===== config.mk =====
export PLATFORM = sky130hd
export DESIGN_NAME = game_tick_sequencer
export DESIGN_NICKNAME = d
export VERILOG_FILES = /design/src/rtl/game_tick_sequencer.sv
export SDC_FILE = /design/constraint.sdc
export NUM_CORES = 1
export LEC_CHECK = 0
export ABC_AREA = 1
export ABC_CLOCK_PERIOD_IN_PS = 1500
export BUFFER_PORTS_ARGS = -buffer_cell sky130_fd_sc_hd__buf_2
export CORE_MARGIN = 2
export CORE_UTILIZATION = 51
export CTS_CLUSTER_DIAMETER = 100
export DETAILED_ROUTE_END_ITERATION = 8
export PLACE_DENSITY = 0.87
export SETUP_SLACK_MARGIN = 0.4
export SLEW_MARGIN = 10
export SYNTH_ARGS = -nofsm -noshare
export SYNTH_HDL_FRONTEND = slang
export SYNTH_SLANG_ARGS = --single-unit

===== constraint.sdc =====
create_clock -name clk -period 1.5 [get_ports clk]
set_input_delay 0.075 -clock clk [delete_from_list [all_inputs] [get_ports clk]]
set_output_delay 0.075 -clock clk [all_outputs]
set_load 0.01 [all_outputs]

===== src/rtl/game_tick_sequencer.sv =====
// game_tick_sequencer
//   Control FSM for the snake datapath. Counts completed video frames and,
//   every FRAMES_PER_TICK frames, runs a fixed sequence of one-cycle enables:
//   latch direction, move head, evaluate collisions, grow or shift tails,
//   then place a new apple when one was eaten. All datapath updates are
//   single-clock enables on clk.
//
// Ports
//   clk            system clock
//   reset          asynchronous active-low reset
//   frame_end      one-cycle pulse at the last pixel of a frame
//   pause          holds the frame counter while idle
//   direction      requested direction: 00 left, 01 top, 10 right, 11 down
//   tail_count     current tail count from the datapath
//   head_hit_apple head on apple (sampled in EVAL)
//   head_hit_tail  head on a live tail (sampled in EVAL)
//   cell_occupied  (spawn_x,spawn_y) is head or live tail (sampled while spawning)
//   dir_latched    direction used by the current move
//   move_stb       advance head one cell along dir_latched
//   grow_stb       append a tail at the previous head position
//   shift_stb      shift tails without growth
//   spawn_stb      load spawn_x/spawn_y as the new apple
//   spawn_x/y      apple candidate / committed cell
//   busy           update sequence in progress
//   game_over      sticky, self-collision
//   game_won       sticky, MAX_TAILS reached
module game_tick_sequencer #(
  parameter int FRAMES_PER_TICK = 8,
  parameter int GRID_W          = 40,
  parameter int GRID_H          = 30,
  parameter int XW              = 6,
  parameter int YW              = 5,
  parameter int TW              = 5,
  parameter int MAX_TAILS       = 16,
  parameter int SPAWN_RETRIES   = 8
) (
  input  logic          clk,
  input  logic          reset,
  input  logic          frame_end,
  input  logic          pause,
  input  logic [1:0]    direction,
  input  logic [TW-1:0] tail_count,
  input  logic          head_hit_apple,
  input  logic          head_hit_tail,
  input  logic          cell_occupied,
  output logic [1:0]    dir_latched,
  output logic          move_stb,
  output logic          grow_stb,
  output logic          shift_stb,
  output logic          spawn_stb,
  output logic [XW-1:0] spawn_x,
  output logic [YW-1:0] spawn_y,
  output logic          busy,
  output logic          game_over,
  output logic          game_won
);

  localparam int FCW = (FRAMES_PER_TICK > 1) ? $clog2(FRAMES_PER_TICK) : 1;
  localparam int RCW = $clog2(SPAWN_RETRIES + 1);

  localparam logic [FCW-1:0] FRAME_LAST  = FCW'(FRAMES_PER_TICK - 1);
  localparam logic [RCW-1:0] RETRY_MAX   = RCW'(SPAWN_RETRIES);
  localparam logic [XW-1:0]  GRID_W_X    = XW'(GRID_W);
  localparam logic [YW-1:0]  GRID_H_Y    = YW'(GRID_H);
  localparam logic [XW-1:0]  X_LAST      = XW'(GRID_W - 1);
  localparam logic [YW-1:0]  Y_LAST      = YW'(GRID_H - 1);
  localparam logic [TW:0]    MAX_TAILS_T = (TW+1)'(MAX_TAILS);
  localparam logic [XW-1:0]  SPAWN_X_RST = XW'(34);
  localparam logic [YW-1:0]  SPAWN_Y_RST = YW'(9);
  localparam logic [15:0]    LFSR_SEED   = 16'hACE1;

  typedef enum logic [2:0] {
    ST_IDLE        = 3'd0,
    ST_LATCH       = 3'd1,
    ST_MOVE        = 3'd2,
    ST_EVAL        = 3'd3,
    ST_SPAWN_TRY   = 3'd4,
    ST_SPAWN_CHECK = 3'd5,
    ST_SCAN        = 3'd6,
    ST_OVER        = 3'd7
  } state_t;

  state_t         state_r;
  logic [FCW-1:0] frame_cnt_r;
  logic [RCW-1:0] retry_r;
  logic [15:0]    lfsr_r;
  logic [1:0]     dir_latched_r;
  logic [XW-1:0]  spawn_x_r;
  logic [YW-1:0]  spawn_y_r;
  logic           move_stb_r;
  logic           busy_r;
  logic           game_over_r;
  logic           game_won_r;

  logic           lfsr_fb_s;
  logic           grow_s;
  logic           shift_s;
  logic           spawn_s;
  logic [RCW-1:0] retry_next_s;
  logic [TW:0]    tail_inc_s;
  logic           reversal_s;
  logic [XW-1:0]  scan_x_s;
  logic [YW-1:0]  scan_y_s;

  // Fold a raw random column into the grid; two subtractions cover 0..2*GRID_W+GRID_W-1.
  function automatic logic [XW-1:0] fold_x(input logic [XW-1:0] v);
    logic [XW-1:0] t;
    t = v;
    t = (t >= GRID_W_X) ? (t - GRID_W_X) : t;
    t = (t >= GRID_W_X) ? (t - GRID_W_X) : t;
    return t;
  endfunction

  // Fold a raw random row into the grid.
  function automatic logic [YW-1:0] fold_y(input logic [YW-1:0] v);
    logic [YW-1:0] t;
    t = v;
    t = (t >= GRID_H_Y) ? (t - GRID_H_Y) : t;
    t = (t >= GRID_H_Y) ? (t - GRID_H_Y) : t;
    return t;
  endfunction

  // Free-running Fibonacci LFSR, taps 16,14,13,11; the nonzero seed keeps it off zero.
  always_ff @(posedge clk or negedge reset) begin
    if (!reset) begin
      lfsr_r <= LFSR_SEED;
    end else begin
      lfsr_r <= {lfsr_r[14:0], lfsr_fb_s};
    end
  end

  // Helper terms: LFSR feedback, retry increment, win test, reversal test, row-major scan step.
  always_comb begin
    lfsr_fb_s    = lfsr_r[15] ^ lfsr_r[13] ^ lfsr_r[12] ^ lfsr_r[10];
    retry_next_s = retry_r + RCW'(1);
    tail_inc_s   = {1'b0, tail_count} + {{TW{1'b0}}, 1'b1};
    reversal_s   = (tail_count != {TW{1'b0}}) && (direction == (dir_latched_r ^ 2'b10));
    if (spawn_x_r == X_LAST) begin
      scan_x_s = {XW{1'b0}};
      scan_y_s = (spawn_y_r == Y_LAST) ? {YW{1'b0}} : (spawn_y_r + YW'(1));
    end else begin
      scan_x_s = spawn_x_r + XW'(1);
      scan_y_s = spawn_y_r;
    end
  end

  // Strobes that depend on datapath status valid only in the current state cycle.
  always_comb begin
    grow_s  = 1'b0;
    shift_s = 1'b0;
    spawn_s = 1'b0;
    case (state_r)
      ST_EVAL: begin
        if (head_hit_tail) begin
          grow_s = 1'b0;
        end else if (head_hit_apple) begin
          grow_s = 1'b1;
        end else begin
          shift_s = 1'b1;
        end
      end
      ST_SPAWN_CHECK, ST_SCAN: begin
        spawn_s = ~cell_occupied;
      end
      default: begin
        spawn_s = 1'b0;
      end
    endcase
  end

  // Sequencer FSM with registered direction, coordinates, move strobe and status flags.
  always_ff @(posedge clk or negedge reset) begin
    if (!reset) begin
      state_r       <= ST_IDLE;
      frame_cnt_r   <= {FCW{1'b0}};
      retry_r       <= {RCW{1'b0}};
      dir_latched_r <= 2'b10;
      spawn_x_r     <= SPAWN_X_RST;
      spawn_y_r     <= SPAWN_Y_RST;
      move_stb_r    <= 1'b0;
      busy_r        <= 1'b0;
      game_over_r   <= 1'b0;
      game_won_r    <= 1'b0;
    end else begin
      move_stb_r <= 1'b0;
      case (state_r)
        ST_IDLE: begin
          busy_r <= 1'b0;
          if (frame_end && !pause) begin
            if (frame_cnt_r == FRAME_LAST) begin
              frame_cnt_r <= {FCW{1'b0}};
              state_r     <= ST_LATCH;
              busy_r      <= 1'b1;
            end else begin
              frame_cnt_r <= frame_cnt_r + FCW'(1);
            end
          end else begin
            frame_cnt_r <= frame_cnt_r;
          end
        end
        ST_LATCH: begin
          // A reversal onto the body is ignored once the snake has tails.
          if (!reversal_s) begin
            dir_latched_r <= direction;
          end else begin
            dir_latched_r <= dir_latched_r;
          end
          state_r    <= ST_MOVE;
          move_stb_r <= 1'b1;
        end
        ST_MOVE: begin
          state_r <= ST_EVAL;
        end
        ST_EVAL: begin
          if (head_hit_tail) begin
            game_over_r <= 1'b1;
            state_r     <= ST_OVER;
            busy_r      <= 1'b0;
          end else if (head_hit_apple) begin
            if (tail_inc_s == MAX_TAILS_T) begin
              game_won_r <= 1'b1;
              state_r    <= ST_OVER;
              busy_r     <= 1'b0;
            end else begin
              retry_r <= {RCW{1'b0}};
              state_r <= ST_SPAWN_TRY;
            end
          end else begin
            state_r <= ST_IDLE;
            busy_r  <= 1'b0;
          end
        end
        ST_SPAWN_TRY: begin
          spawn_x_r <= fold_x(lfsr_r[XW-1:0]);
          spawn_y_r <= fold_y(lfsr_r[15:16-YW]);
          state_r   <= ST_SPAWN_CHECK;
        end
        ST_SPAWN_CHECK: begin
          if (!cell_occupied) begin
            state_r <= ST_IDLE;
            busy_r  <= 1'b0;
          end else if (retry_next_s == RETRY_MAX) begin
            // Random attempts exhausted: step to the next cell and scan from there.
            retry_r   <= retry_next_s;
            spawn_x_r <= scan_x_s;
            spawn_y_r <= scan_y_s;
            state_r   <= ST_SCAN;
          end else begin
            retry_r <= retry_next_s;
            state_r <= ST_SPAWN_TRY;
          end
        end
        ST_SCAN: begin
          if (!cell_occupied) begin
            state_r <= ST_IDLE;
            busy_r  <= 1'b0;
          end else begin
            spawn_x_r <= scan_x_s;
            spawn_y_r <= scan_y_s;
          end
        end
        ST_OVER: begin
          busy_r <= 1'b0;
        end
        default: begin
          state_r <= ST_IDLE;
          busy_r  <= 1'b0;
        end
      endcase
    end
  end

  assign dir_latched = dir_latched_r;
  assign move_stb    = move_stb_r;
  assign grow_stb    = grow_s;
  assign shift_stb   = shift_s;
  assign spawn_stb   = spawn_s;
  assign spawn_x     = spawn_x_r;
  assign spawn_y     = spawn_y_r;
  assign busy        = busy_r;
  assign game_over   = game_over_r;
  assign game_won    = game_won_r;

endmodule


* Word level (Yosys, flattened, before mapping)
Index checks and enable logic that the tools add are counted.
Word-level totals: register bits 43, input bits 14, output and inout bits 20, logic and storage cells 118
Cells by class: add/subtract/negate cells 9, $lt $le $gt $ge 4, equality and inequality tests 24, mux-type cells 45, bitwise logic cells 7, reductions and logical operators 18
Operators with widths (number):
- $mux 6 | 6
- $mux 5 | 7
- $mux 3 | 7
- $pmux 3 s7 | 1
- $ne 2x2->1 const B | 10
- $pmux 6 s3 | 1
- $mux 4 | 4
- $eq 3x3->1 const B | 5
- $pmux 5 s3 | 1
- $mux 1 | 14
- $ge 6x6->1 const B | 2
- $reduce_and 4->1 | 3
- $sub 6x6->6 const B | 2
- $ge 5x5->1 const B | 2
- $sub 5x5->5 const B | 2
- $pmux 4 s2 | 1
- $reduce_bool 7->1 | 1
- $add 5x1->6 const B | 1
- $add 6x1->6 const B | 1
- $eq 3x2->1 const B | 2
- $eq 6x5->1 const B | 1
- $eq 6x6->1 const B | 1
- $reduce_and 2->1 | 3
- $add 5x1->5 const B | 1
- other kinds (21) | 28

* Depth between registers and ports, before layout
word-level depth 6, gate-level depth with buffers 11, gate-level depth less buffers 11

* Worst setup path before layout
Ideal clock, no wire load.
path kind reg2reg, start register lfsr_r[13], end register spawn_y_r[2] (netlist: spawn_y[2]), library setup time 0.117 ns, data arrival time 1.428 ns, setup slack -0.045 ns, cell stages (with the launch flop) 9, period minus slack after synthesis 1.545 ns, path through dfstp_2 ha_1 nand3_1 o21ai_0 nand3_1 o21bai_1 nand2_1 nand2_1 nand2_1
On the way: word-level cells in the longest chain between the ends 5, elaborated cells on any way between the ends 7, classes of those cells add/sub (2); order compare (2); mux (3)
RTL lines:
- start, declared | line 86 | logic [15:0] lfsr_r;
- start signal, assigned | line 128 | lfsr_r <= {lfsr_r[14:0], lfsr_fb_s};
- $sub 5x5->5 / $ge 5x5->1 (equally long branches) | line 118 | t = (t >= GRID_H_Y) ? (t - GRID_H_Y) : t;
- $mux 5 (*) | line 118
- $sub 5x5->5 / $ge 5x5->1 (equally long branches) | line 119 | t = (t >= GRID_H_Y) ? (t - GRID_H_Y) : t;
- $mux 5 (*) | line 119
- $pmux 5 s3 (*) | line 186 | case (state_r)
- end signal, assigned | line 235 | spawn_y_r <= fold_y(lfsr_r[15:16-YW]);
- end signal, assigned | line 246 | spawn_y_r <= scan_y_s;
- end signal, assigned | line 259 | spawn_y_r <= scan_y_s;
- end, declared | line 89 | logic [YW-1:0] spawn_y_r;
Every way passes the cells marked *; elsewhere a longest branch is shown, timed or not. A chain may end at the register's enable or synchronous reset.

* Worst setup path after layout
start register lfsr_r[5], end register spawn_x_r[4] (netlist: spawn_x[4])
On the way: word-level cells in the longest chain between the ends 5, elaborated cells on any way between the ends 7, classes of those cells add/sub (2); order compare (2); mux (3)
RTL lines:
- $ge 6x6->1 / $sub 6x6->6 (equally long branches) | line 109 | t = (t >= GRID_W_X) ? (t - GRID_W_X) : t;
- $mux 6 (*) | line 109
- $sub 6x6->6 / $ge 6x6->1 (equally long branches) | line 110 | t = (t >= GRID_W_X) ? (t - GRID_W_X) : t;
- $mux 6 (*) | line 110
- $pmux 6 s3 (*) | line 186
- end signal, assigned | line 234 | spawn_x_r <= fold_x(lfsr_r[XW-1:0]);
- end signal, assigned | line 245 | spawn_x_r <= scan_x_s;
- end signal, assigned | line 258 | spawn_x_r <= scan_x_s;
- end, declared | line 88 | logic [XW-1:0] spawn_x_r;
Marks and branches as above.

==> flow_metrics.py <==
metrics = {
    "sta": {
        "slew-limit-headroom": 0.639,
        "setup_tns_ns": -0.786,
        "worst_slack_ns": -0.123,
        "period_share": 1.08,
        "finalSetupViolCount": 14,
        "period_minus_slack_ns": 1.62,
        "worstMarginPinSlew_ns": 0.541,
        "rsz0062_at_grt": "yes",
        "hold_viol_final": 0,
        "fin_hold_ws_ns": 0.0848,
        "fmax_mhz": 616,
        "fin_worst_skew_ns": 0.00831,
        "drv_slew": 0,
    },
    "global_route": {
        "grt_antenna_before_repair": 0,
        "grt_pass1_wl_mm": 10.5,
        "global_route.overflow_total": 0,
        "first_global_vias": 2278,
        "grtUsageTotal": 0.266,
        "grt_max_degree": 44,
    },
    "floorplanning": {
        "fp.dieW_um": 71.2,
        "pin_count": 34,
        "core_area_mm2": 0.00435,
        "std_cell_rows": 24,
        "fp.dieH_um": 71.2,
        "die_area_mm2": 0.00507,
        "start_util": 0.528,
    },
    "synthesis": {
        "yosys_warnings": 0,
        "synth.net_count": 302,
        "ys_ff_latch": 43,
        "syn_inst": 278,
        "synth_edf_count": 0,
        "synth_ff_type": "dfrtp_1",
        "yosysMostFrequentCell": "nand2_1",
        "syn_area_mm2": 0.00230,
        "syn_area_per_cell_um2": 8.28,
        "async_reset_ff_frac": 1.00,
        "synth_area_leaders": "dfrtp_1 33%, dfstp_2 15%, nand2_1 14%, ha_1 5.4%, nand3_1 5.2%",
        "synth.distinct_cells": 33,
        "yosys.area.top_type": "dfrtp_1",
        "synth_seq_area_share": 0.475,
        "synth_top_area_share": 0.326,
        "ys_top_cells_by_count": "83 x nand2_1, 30 x dfrtp_1, 27 x inv_1, 27 x nor2_1, 24 x nand3_1",
    },
    "finish": {
        "seqCellArea_mm2": 0.00110,
        "final_nets": 398,
        "n_fill_cell": 217,
        "multi_input_area_mm2": 0.00146,
        "final_cell_area_mm2": 0.00354,
        "layout-drive-gt1-share": 0.549,
        "n_antenna_cell": 0,
        "area_growth_pct": 53.8,
    },
    "min_path": {
        "hold_path_class": "input pin to register",
        "min_to": "dir_latched[0]",
        "min_delay_path_depth": 3,
        "worstHoldStart": "direction[0]",
    },
    "setup_path": {
        "cp_slowest_cell": "dfstp_2",
        "startpoint": "lfsr_r[5]",
        "cp.arrival_ns": 1.85,
        "r2r_start": "lfsr_r[5]",
        "cp.required_ns": 1.73,
        "r2r_slack_ns": -0.12,
        "cp_common_cell": "nand3_2",
        "critPathMaxFanout": 4,
        "end_kind": "register",
        "crit_type": "register to register",
        "r2r_end": "spawn_x[4]",
        "crit_path_start_kind": "register",
        "slowest_delay_ns": 0.56,
        "crit_path_cell_trace": "inv_2, nor2_2, nand3_2, nand2_2, nand2_2, nand2_4, ha_4, nand3_2, nand3_2, a21oi_2",
        "reg2reg_depth": 10,
    },
    "routing": {
        "initialDrtViolationCount": 257,
        "first_pass_iters": 5,
        "route.detailed.drc": 0,
        "num_vias": 2553,
        "viasPerCell": 5.98,
        "ant_nets": 0,
        "wire_per_inst_um": 18.9,
        "totalWireLength_mm": 8.09,
    },
    "outcome": {
        "failed_checks": "negative setup slack",
        "status": "complete, but fails checks",
    },
    "run": {
        "maxCapViolations": 0,
    },
    "clock_network": {
        "cts_buffer_depth": 2,
        "clock_latency_ns": 0.30,
        "htree_levels": 2,
        "cts_buffers": 5,
        "root_buffer": "clkbuf_8",
        "cts_tree": "done",
        "clk_pin_slew_ns": 0.08,
        "numClockSinks": 43,
    },
    "pwr": {
        "power_mw": 5.67,
        "powerDensity_mw_per_mm2": 1600,
        "p_leak_nw": 1.77,
        "irDropWorstVdd_v": 0.00105,
    },
    "place": {
        "dpl.hpwl_mm": 3.38,
        "dpl-instance-area_mm2": 0.00273,
        "port_buffers": 33,
        "gp_congestion": 0.844,
    },
}
worst max path at each step:
| stage | endpoint | slack, ns | cells past startpoint |
|---|---|---|---|
| floorplan | spawn_x[4] | -0.03 | 8 |
| global placement | spawn_x[4] | -0.06 | 9 |
| detailed placement | spawn_x[4] | -0.16 | 9 |
| CTS | spawn_x[4] | -0.11 | 10 |
| global route | spawn_y[2] | -0.18 | 8 |
| finish | spawn_x[4] | -0.12 | 10 |
per-stage QoR:
stage | instances | worst slack, ns | utilization
floorplan | 278 | -0.0300 | -
global placement | 378 | -0.0576 | 0.628
detailed placement | 378 | -0.158 | 0.628
CTS | 406 | -0.105 | 0.730
global route | 427 | -0.182 | 0.813
finish | 427 | -0.123 | 0.813
area by class of cell:
type	instances	area share
Tap cell	52	0.0184
Multi-Input combinational cell	204	0.413
Timing Repair Buffer	90	0.199
Sequential cell	43	0.311
Clock buffer	5	0.0194
Clock inverter	3	0.00424
Inverter	30	0.0361
per-layer routing:
metal  routed length [um]  part of all wire  up-vias  global-route usage
li1                     -                 -     1100                   -
met5                    0                 0        -                   0
met3                  599             0.074       39              0.0741
met1                 3050              0.38     1237               0.307
met2                 4080              0.50      177               0.455
met4                  354             0.044        0               0.126
cells by family (layout without fill, tap and decap cells):
logic type      Yosys count  count (layout)  share of synthesized area
compound gates           34              34                     0.0941
xor+xnor                  9               9                     0.0343
buf+inv                  31             128                     0.0549
flops                    43              43                      0.475
simple gates            151             151                      0.288
fa+ha+maj                10              10                     0.0544
where the power goes:
group	internal, mW	total, mW	switching [mW]
combinational	1.42	3.15	1.74
clock	0.319	0.734	0.414
sequential	1.45	1.78	0.337
total	3.18	5.67	2.49
registers in the layout (all words and copies together), names as in the netlist, 2 cells and up:
| name | cells |
|---|---|
| state_r | 3 |
| retry_r | 4 |
| spawn_y | 5 |
| lfsr_r | 16 |
| dir_latched | 2 |
| frame_cnt_r | 3 |
| spawn_x | 6 |
worst max-delay path, delay by kind of cell (launching register included):
kind                       cells  cell delay, ns
adders and majority gates      1            0.20
buffers and inverters          1            0.04
and+or+nand+nor                7            0.65
DFF                            1            0.56
AOI/OAI and AO/OA              1            0.12
what timing repair did:
| action | CTS | global route |
|---|---|---|
| buffers inserted | 19 | 20 |
| hold buffers | 1 | 1 |
| endpoints found under the setup margin | 29 | 34 |
| pin swaps | 29 | 31 |
| resized for setup | 57 | 50 |
| hold endpoints to repair | 30 | 1 |
placed cells by master (no fill, tap or decap), types with 2 or more instances in the layout:
cell type and n:
a21o_1 2, a21oi_2 8, buf_2 27, buf_4 37, buf_6 24, clkbuf_8 5
clkinv_2 3, dfrtp_1 24, dfrtp_2 6, dfstp_2 13, dlygate4sd3_1 2, ha_1 4
ha_2 2, ha_4 4, inv_1 19, inv_2 6, inv_4 4, nand2_1 55
nand2_2 22, nand2_4 10, nand3_1 13, nand3_2 9, nand3_4 2, nand4_1 4
nor2_1 22, nor2_2 2, nor2_4 7, nor3_2 2, o21ai_0 4, o21ai_1 5
o21ai_2 2, xnor2_1 2, xnor2_2 2, xor2_1 4
No activity file was read; power rests on OpenSTA's default activity.
